<file path="src/rtl/piso_serializer_if.sv">
// piso_serializer_if
//   Handshake and serial-stream bundle for piso_serializer.
//   The upstream word source and the downstream SISO consumer connect
//   through the master modport; the serializer uses the slave modport.
//
//   direction    1 = MSB-first, 0 = LSB-first (sampled on word accept)
//   din          parallel word
//   din_valid    din holds a word to send
//   din_ready    serializer can take a word this cycle
//   sout         registered serial bit, feeds the SISO sin
//   sout_valid   sout carries a frame bit
//   frame_start  sout is the first bit of a frame
//   frame_end    sout is the last bit of a frame
interface piso_serializer_if #(
    parameter int WIDTH = 8
);
    logic             direction;
    logic [WIDTH-1:0] din;
    logic             din_valid;
    logic             din_ready;
    logic             sout;
    logic             sout_valid;
    logic             frame_start;
    logic             frame_end;

    modport master (
        output direction, din, din_valid,
        input  din_ready, sout, sout_valid, frame_start, frame_end
    );

    modport slave (
        input  direction, din, din_valid,
        output din_ready, sout, sout_valid, frame_start, frame_end
    );
endinterface

</file>
<file path="src/rtl/piso_serializer.sv">
// piso_serializer
//   Parallel-in, serial-out stage. Takes one WIDTH-bit word per valid/ready
//   handshake and emits it one bit per clock, MSB-first or LSB-first, with
//   an optional trailing even-parity bit. Consecutive words stream with no
//   idle cycle between frames.
//
//   Parameters
//     WIDTH   data word width (2 or more)
//     PARITY  0 = WIDTH-bit frame, 1 = WIDTH+1-bit frame ending in parity
//
//   Ports
//     clk   rising-edge clock
//     rst   synchronous active-high reset
//     bus   piso_serializer_if slave: direction/din/din_valid/din_ready in
//           the word handshake, sout/sout_valid/frame_start/frame_end out
module piso_serializer #(
    parameter int WIDTH  = 8,
    parameter int PARITY = 0
) (
    input  logic               clk,
    input  logic               rst,
    piso_serializer_if.slave   bus
);

    localparam int N  = WIDTH + PARITY;
    localparam int CW = $clog2(WIDTH + 1);
    localparam int IW = $clog2(WIDTH);
    localparam logic [CW-1:0] LAST     = CW'(N - 1);
    localparam logic [CW-1:0] PAR_SLOT = CW'(WIDTH);
    localparam logic [CW-1:0] TOP_BIT  = CW'(WIDTH - 1);

    typedef enum logic {
        IDLE,
        SHIFT
    } state_t;

    state_t           state;
    state_t           state_next;
    logic [CW-1:0]    count;
    logic [CW-1:0]    count_next;
    logic [WIDTH-1:0] word_q;
    logic [WIDTH-1:0] word_next;
    logic             dir_q;
    logic             dir_next;
    logic             par_q;
    logic             par_next;
    logic             load;
    logic             ready;
    logic             accept;
    logic [IW-1:0]    bit_idx;
    logic             sout_q;
    logic             sout_next;
    logic             valid_q;
    logic             valid_next;
    logic             start_q;
    logic             start_next;
    logic             end_q;
    logic             end_next;

    // Ready depends only on state and counter so the upstream can never
    // form a combinational loop through din_valid. The last-bit cycle of a
    // frame is also a ready cycle, which is what lets frames run gap-free.
    always_comb begin
        ready  = !rst && ((state == IDLE) || ((state == SHIFT) && (count == LAST)));
        accept = bus.din_valid && ready;
    end

    // Next-state logic. A word loaded on the last bit of a frame keeps the
    // FSM in SHIFT and restarts the counter, so the next frame follows
    // directly.
    always_comb begin
        state_next = state;
        count_next = count;
        load       = 1'b0;
        unique case (state)
            IDLE: begin
                if (accept) begin
                    state_next = SHIFT;
                    count_next = '0;
                    load       = 1'b1;
                end
            end
            SHIFT: begin
                if (count == LAST) begin
                    count_next = '0;
                    if (accept) begin
                        load = 1'b1;
                    end else begin
                        state_next = IDLE;
                    end
                end else begin
                    count_next = count + 1'b1;
                end
            end
            default: begin
                state_next = IDLE;
                count_next = '0;
            end
        endcase
    end

    // Word, order and parity are captured only on accept; anything the
    // upstream does to din or direction between accepts is ignored.
    always_comb begin
        word_next = load ? bus.din       : word_q;
        dir_next  = load ? bus.direction : dir_q;
        par_next  = load ? (^bus.din)    : par_q;
    end

    // The outputs are registered, so the bit that will be visible next
    // cycle is selected from the next-cycle state, counter and word.
    always_comb begin
        sout_next  = 1'b0;
        valid_next = 1'b0;
        start_next = 1'b0;
        end_next   = 1'b0;
        bit_idx    = '0;
        if (state_next == SHIFT) begin
            valid_next = 1'b1;
            start_next = (count_next == '0);
            end_next   = (count_next == LAST);
            if ((PARITY != 0) && (count_next == PAR_SLOT)) begin
                sout_next = par_next;
            end else begin
                if (dir_next) begin
                    bit_idx = IW'(TOP_BIT - count_next);
                end else begin
                    bit_idx = IW'(count_next);
                end
                sout_next = word_next[bit_idx];
            end
        end
    end

    // State and datapath registers. Reset abandons any frame in flight.
    always_ff @(posedge clk) begin
        if (rst) begin
            state   <= IDLE;
            count   <= '0;
            word_q  <= '0;
            dir_q   <= 1'b0;
            par_q   <= 1'b0;
            sout_q  <= 1'b0;
            valid_q <= 1'b0;
            start_q <= 1'b0;
            end_q   <= 1'b0;
        end else begin
            state   <= state_next;
            count   <= count_next;
            word_q  <= word_next;
            dir_q   <= dir_next;
            par_q   <= par_next;
            sout_q  <= sout_next;
            valid_q <= valid_next;
            start_q <= start_next;
            end_q   <= end_next;
        end
    end

    assign bus.din_ready   = ready;
    assign bus.sout        = sout_q;
    assign bus.sout_valid  = valid_q;
    assign bus.frame_start = start_q;
    assign bus.frame_end   = end_q;

endmodule

</file>
<file path="src/flat_wrapper.sv">
// flat-port wrapper written by rule: the top's interface ports become plain ports
module piso_serializer_flat 
#(
    parameter int WIDTH  = 8,
    parameter int PARITY = 0
)
  (clk, rst, bus_direction, bus_din, bus_din_valid, bus_din_ready, bus_sout, bus_sout_valid, bus_frame_start, bus_frame_end);
  piso_serializer_if #(.WIDTH(WIDTH)) bus_i ();
  input  logic clk;
  input  logic rst;
  input wire logic [$bits(bus_i.direction)-1:0] bus_direction;
  input wire logic [$bits(bus_i.din)-1:0] bus_din;
  input wire logic [$bits(bus_i.din_valid)-1:0] bus_din_valid;
  output wire logic [$bits(bus_i.din_ready)-1:0] bus_din_ready;
  output wire logic [$bits(bus_i.sout)-1:0] bus_sout;
  output wire logic [$bits(bus_i.sout_valid)-1:0] bus_sout_valid;
  output wire logic [$bits(bus_i.frame_start)-1:0] bus_frame_start;
  output wire logic [$bits(bus_i.frame_end)-1:0] bus_frame_end;
  assign bus_i.direction = bus_direction;
  assign bus_i.din = bus_din;
  assign bus_i.din_valid = bus_din_valid;
  assign bus_din_ready = bus_i.din_ready;
  assign bus_sout = bus_i.sout;
  assign bus_sout_valid = bus_i.sout_valid;
  assign bus_frame_start = bus_i.frame_start;
  assign bus_frame_end = bus_i.frame_end;
  piso_serializer #(.WIDTH(WIDTH), .PARITY(PARITY)) u_core (.clk(clk), .rst(rst), .bus(bus_i));
endmodule
</file>
<file path="config.mk">
export PLATFORM = sky130hd
export DESIGN_NAME = piso_serializer_flat
export DESIGN_NICKNAME = d
export VERILOG_FILES = /design/src/rtl/piso_serializer_if.sv /design/src/rtl/piso_serializer.sv /design/src/flat_wrapper.sv
export SDC_FILE = /design/constraint.sdc
export NUM_CORES = 1
export LEC_CHECK = 0
export CORE_ASPECT_RATIO = 1.1
export CORE_MARGIN = 1.5
export CORE_UTILIZATION = 54
export DETAILED_ROUTE_END_ITERATION = 10
export PLACE_DENSITY = 0.85
export SYNTH_ARGS = -nofsm -noshare
export SYNTH_HDL_FRONTEND = slang
export SYNTH_SLANG_ARGS = --single-unit
export TNS_END_PERCENT = 5
</file>
<file path="constraint.sdc">
create_clock -name clk -period 5.5 [get_ports clk]
set_input_delay 1.65 -clock clk [delete_from_list [all_inputs] [get_ports clk]]
set_output_delay 1.65 -clock clk [all_outputs]
set_load 0.02 [all_outputs]
</file>
==> metrics.yaml, run 1 <==
clockRootBuffer: "clkbuf_4"
die-area_um2: 1980
p_seq_share_pct: 52.3
n_fill_cell: 133
path_max_fanout: 2
synthTopCellsByArea: "dfxtp_1 (37%), mux4_1 (8.5%), a21oi_1 (6.5%)"
cts_setup_buffers: 0
whs_ps: 465
ys_seq_elements: 17
power_density_nw_per_um2: 229
clockPowerShare_pct: 25.1
antenna_found_initial: 0
overflow: 0
fin_area_um2: 1120
grt_pass1_wl_mm: 3.28
cts.sinks: 17
yosys_most_used_dff: "dfxtp_1"
core_area_um2: 1600
p_int_mw: 0.188
clk_pin_slew_ps: 100
endpoint_kind: "output pin"
critPathKind: "input port to output pin"
required_ps: 3850
ant_nets: 0
num_rows: 15
drtIter0Drc: 11
stdcell_count: 136
fin_crit_sh_pct: 82.0
placed_cells: 132
final_common_cell: "dfxtp_1"
die_w_um: 42.6
wl_per_cell_um: 14.4
grt_pass1_vias: 750
finalMaxSlewViolations: 0
drc: 0
leakage_nw: 0.477
cts_inserted_buffers: 3
post-route-util_pct: 70.4
layout_common_cells: "dfxtp_1 (17), nand2_1 (16), clkdlybuf4s50_1 (16)"
relSlewSlack_pct: 61.5
synthesis.nets: 115
cts_max_level: 1
drive_gt1_share_pct: 9.24
gp_congestion: 0.846
p_sw_mw: 0.0696
worstHoldPathType: "flip-flop to flip-flop"
rsz0062_at_grt: "false"
synth_top_area_cell: "dfxtp_1"
dieHeight_um: 46.5
cap_viol_max_count: 0
clk_latency_ps: 290
hold_viol_final: 0
cp-start-kind: "input port"
syn_to_final_growth_pct: 20.6
fin_ws_ps: 992
synth_area_um2: 931
nets: 133
pre_cts_slack_ps: 994
swShare_pct: 27.1
synth_top_area_share_pct: 36.6
dr_total_vias: 817
finalSetupTns_ps: 0
grt_max_degree: 19
vias_per_cell: 6.01
max_freq_mhz: 222
grt_usage_pct: 22.6
synth.avg_cell_area_um2: 9.13
syn_inst: 102
port_buffers: 16
clockBufferDepth: 2
yosysUniqueCellTypes: 33
cts_tree: "done"
holdBufCountCts: 0
placed_area_um2: 1100
fin_crit_ps: 4510
finalSetupViolations: 0
io_pins: 17
cp.arrival_ps: 2860
comb_power_share_pct: 22.5
seq_area_frac_synth_pct: 36.6
power_mw: 0.257
start_util_pct: 58.4
cts_resized: 0
antenna_cells: 0
worstMarginPinSlew_ps: 575
dpl.hpwl_mm: 1.47
synth_edf_count: 0
synthArstFlopShare_pct: 0
dr.pass1.iters: 4
status: "complete, no violations"
peakVddDrop_v: 0.000210
yosysWarnings: 0
fin_skew_ps: 7.29
routed_wl_mm: 1.96
==> Yosys cell counts (all sizes together), types with 3 or more instances <==
| cell | instances |
|---|---|
| dfxtp | 17 |
| mux2i | 5 |
| nand2 | 16 |
| a21oi | 13 |
| nor2 | 13 |
| nand2b | 3 |
| nor3 | 4 |
| mux4 | 4 |
| xnor2 | 3 |
==> state kept, by name, indices dropped and copies added (netlist names) <==
signal	cells
u_core.count	4
u_core.bus.sout	1
u_core.bus.sout_valid	1
u_core.bus.frame_end	1
u_core.bus.frame_start	1
u_core.dir_q	1
u_core.word_q	8
==> kinds of logic after synthesis <==
kind of cell / after synthesis / synth area share [%]
simple gates: 44 / 23.8
compound gates: 21 / 14.1
flops: 17 / 36.6
mux: 9 / 16.3
buf+inv: 6 / 3.36
xor+xnor: 4 / 4.57
fa+ha+maj: 1 / 1.34
==> metal layers <==
metal	routed length, um	GRT usage, %	up-vias
li1	-	-	399
met1	836	27.7	390
met2	1020	40.9	24
met3	78	3.53	4
met4	28	7.50	0
met5	0	0	-
==> power by group through the flow <==
stage	clock, mW	combinational (mW)	sequential, mW
finish	0.0646	0.0580	0.135
detailed placement	0	0.0575	0.137
global placement	0	0.0562	0.137
floorplan	0	0.0376	0.137
CTS	0.0672	0.0580	0.135
global route	0.0743	0.0632	0.135
==> final timing paths <==
kind                    start                to  slack [ps]  cells past startpoint
max reg2reg   u_core.count[0]   u_core.bus.sout        2870                      8
max                       rst     bus_din_ready         990                      3
min          u_core.word_q[1]  u_core.word_q[1]         470                      2
min reg2reg  u_core.word_q[1]  u_core.word_q[1]         470                      2
==> critical path, stage by stage <==
cell             delay (ps)
clkdlybuf4s50_1         440
a21oi_1                 140
clkdlybuf4s50_1         620
==> cell type report <==
| type | instances | area [um^2] | share of cell area, % |
|---|---|---|---|
| clock buffer | 4 | 26.3 | 2.34 |
| inverter | 2 | 7.51 | 0.669 |
| multi-input combinational | 79 | 559 | 49.8 |
| sequential | 17 | 340 | 30.3 |
| tap | 17 | 21.3 | 1.90 |
| timing repair buffer | 17 | 168 | 14.9 |
Note: power is estimated with default switching activity, not from simulation.
==> run 2: changes to the inputs <==
Settings changed: CORE_UTILIZATION 54 to 50, PLACE_DENSITY 0.85 to 0.8.
Clock period 5.5 ns to 4.7 ns, I/O delays scaled along.
==> run 2 against run 1 <==
Compared with the run above:
- register-to-register slack worse by 830 ps
- critical path depth unchanged
- sequential cell count did not move
- critical endpoint unchanged
- largest cell class unchanged
- largest power group unchanged
==> metrics.yaml, run 2 (synthesis results as in run 1) <==
p_int_mw: 0.218  # +16%
num_rows: 16  # +1
leakage_nw: 0.480  # +0.57%
wl_met1_um: 766  # -8.4%
max_freq_mhz: 249
worstHoldPathType: "flip-flop to flip-flop"
p_seq_share_pct: 51.0  # -1.3 points
rsz0062_at_grt: "false"
worst-path-buf-inv: 2  # unchanged
fin_skew_ps: 0.738  # -6.56 ps
drtIter0Drc: 11  # unchanged
syn_to_final_growth_pct: 20.8
fin_area_um2: 1120  # +0.22%
antenna_found_initial: 0  # unchanged
post-route-util_pct: 63.8  # -6.5 points
r2r-start: "u_core.count[0]"
min_to: "u_core.word_q[2]"
grt_pass1_vias: 701  # -6.5%
comb_power_share_pct: 21.7  # -0.8 points
critPathKind: "input port to output pin"
peakVddDrop_v: 0.000212  # +0.85%
holdPathStages: 2  # unchanged
overflow: 0  # unchanged
wl_met2_um: 924  # -9.1%
fin_crit_sh_pct: 85.6
r2r_cells: 8  # unchanged
rr_endpoint: "u_core.bus.sout"
cts_max_level: 1  # unchanged
clockBufferDepth: 2  # unchanged
required_ps: 3290  # -560 ps
slowest_stage: "clkdlybuf4s50_1"
finalSetupViolations: 0  # unchanged
drive_gt1_share_pct: 10.1  # +0.84 points
placed_area_um2: 1100  # +0.11%
dpl.hpwl_mm: 1.37  # -6.3%
cp_num_cells: 3  # unchanged
clk_pin_slew_ps: 100  # about the same
endpoint_kind: "output pin"
cts_tree: "done"
cts_resized: 0  # unchanged
port_buffers: 16  # unchanged
regMostFlops: "u_core.word_q"
pre_cts_slack_ps: 682  # -312 ps
clockRootBuffer: "clkbuf_4"
swShare_pct: 29.2  # +2.1 points
wl_met3_um: 64  # -18%
fin_ws_ps: 678  # -313 ps
path_max_fanout: 2  # unchanged
layout_common_cells: "dfxtp_1 (17), nand2_1 (16), clkdlybuf4s50_1 (16)"
p_sw_mw: 0.0899  # +29%
fin_crit_ps: 4020
final_common_cell: "dfxtp_1"
routed_wl_mm: 1.82  # -7.1%
core_area_um2: 1760  # +10%
status: "complete, no violations"
hold_viol_final: 0  # unchanged
dr_total_vias: 785  # -3.9%
finalMaxSlewViolations: 0  # unchanged
grt_max_degree: 19  # unchanged
grt_usage_pct: 19.6  # -3.0 points
dr.pass1.iters: 4  # unchanged
r2r_setup_slack_ps: 2040  # -830 ps
cap_viol_max_count: 0  # unchanged
crit_chain: "clkdlybuf4s50_1 > a21oi_1 > clkdlybuf4s50_1"
clockPowerShare_pct: 27.3  # +2.2 points
cp_common_cell: "clkdlybuf4s50_1"
die_w_um: 44.1  # +3.7%
die-area_um2: 2130  # +7.5%
ant_nets: 0  # unchanged
holdBufCountCts: 0  # unchanged
top_layer_used: "met4"
cts_setup_buffers: 0  # unchanged
gp_congestion: 0.782  # -7.5%
drc: 0  # unchanged
cts.sinks: 17  # unchanged
vias_per_cell: 5.73  # -4.6%
slowest_delay_ps: 620  # about the same
hold_start: "u_core.word_q[2]"
finalSetupTns_ps: 0  # unchanged
nets: 133  # unchanged
power_density_nw_per_um2: 274  # +20%
cp.arrival_ps: 2610  # -250 ps
cts_inserted_buffers: 3  # unchanged
reg_top3: "u_core.word_q x8, u_core.count x4"
relSlewSlack_pct: 64.5  # +3.0 points
io_pins: 17  # unchanged
cp_top_family: "buffers and inverters"
cp-start-kind: "input port"
clk_latency_ps: 310  # +20 ps
dieHeight_um: 48.3  # +3.7%
antenna_cells: 0  # unchanged
start_util_pct: 52.8  # -5.5 points
largest_reg_flops: 8  # unchanged
wl_per_cell_um: 13.3  # -7.8%
worstMarginPinSlew_ps: 530  # -45.2 ps
grt_pass1_wl_mm: 2.92  # -11%
-- run 2: cell count changes in the layout (fill, tap and decap cells not counted), sizes merged --
cell,before,now
clkbuf,4,3
clkinv,0,1
-- run 2: power by group through the flow --
| stage | combinational, mW | sequential [mW] | clock, mW |
|---|---|---|---|
| floorplan | 0.0441 | 0.160 | 0 |
| global placement | 0.0654 | 0.161 | 0 |
| detailed placement | 0.0670 | 0.161 | 0 |
| CTS | 0.0673 | 0.157 | 0.0851 |
| global route | 0.0725 | 0.159 | 0.0896 |
| finish | 0.0670 | 0.157 | 0.0840 |
-- run 2: how the worst max path moves through the flow --
stage          start             to  slack (ps)
2_1_floorplan    rst  bus_din_ready        1220
3_3_place_gp     rst  bus_din_ready         690
3_5_place_dp     rst  bus_din_ready         680
4_1_cts          rst  bus_din_ready         680
5_1_grt          rst  bus_din_ready         600
6_report         rst  bus_din_ready         680
-- run 2: per-layer routing --
metal / vias to the layer above / global-route usage [%]
li1: 398 / -
met2: 19 / 34.7
met4: 0 / 14.5
met5: - / 0
met1: 361 / 22.1
met3: 7 / 2.59
-- run 2: through the flow --
step | power [mW] | hold WS, ps | std cells
floorplan | 0.204 | 429 | 102
global placement | 0.226 | 444 | 133
detailed placement | 0.228 | 445 | 133
CTS | 0.310 | 460 | 137
global route | 0.321 | 471 | 137
finish | 0.308 | 457 | 137
-- run 2: layout make-up --
class                   instances  area, um^2
fillers                       167         637
flip-flops and latches         17         340
inverters                       2        7.51
well taps                      18        22.5
clock buffers                   3        22.5
repair buffers                 17         168
multi-input cells              79         559
clock inverters                 1        5.00
-- run 2: tightest hold or removal path, stage by stage, from the launching register on --
cell	delay, ps
dfxtp_1	320
nand2_1	50
a21oi_1	50
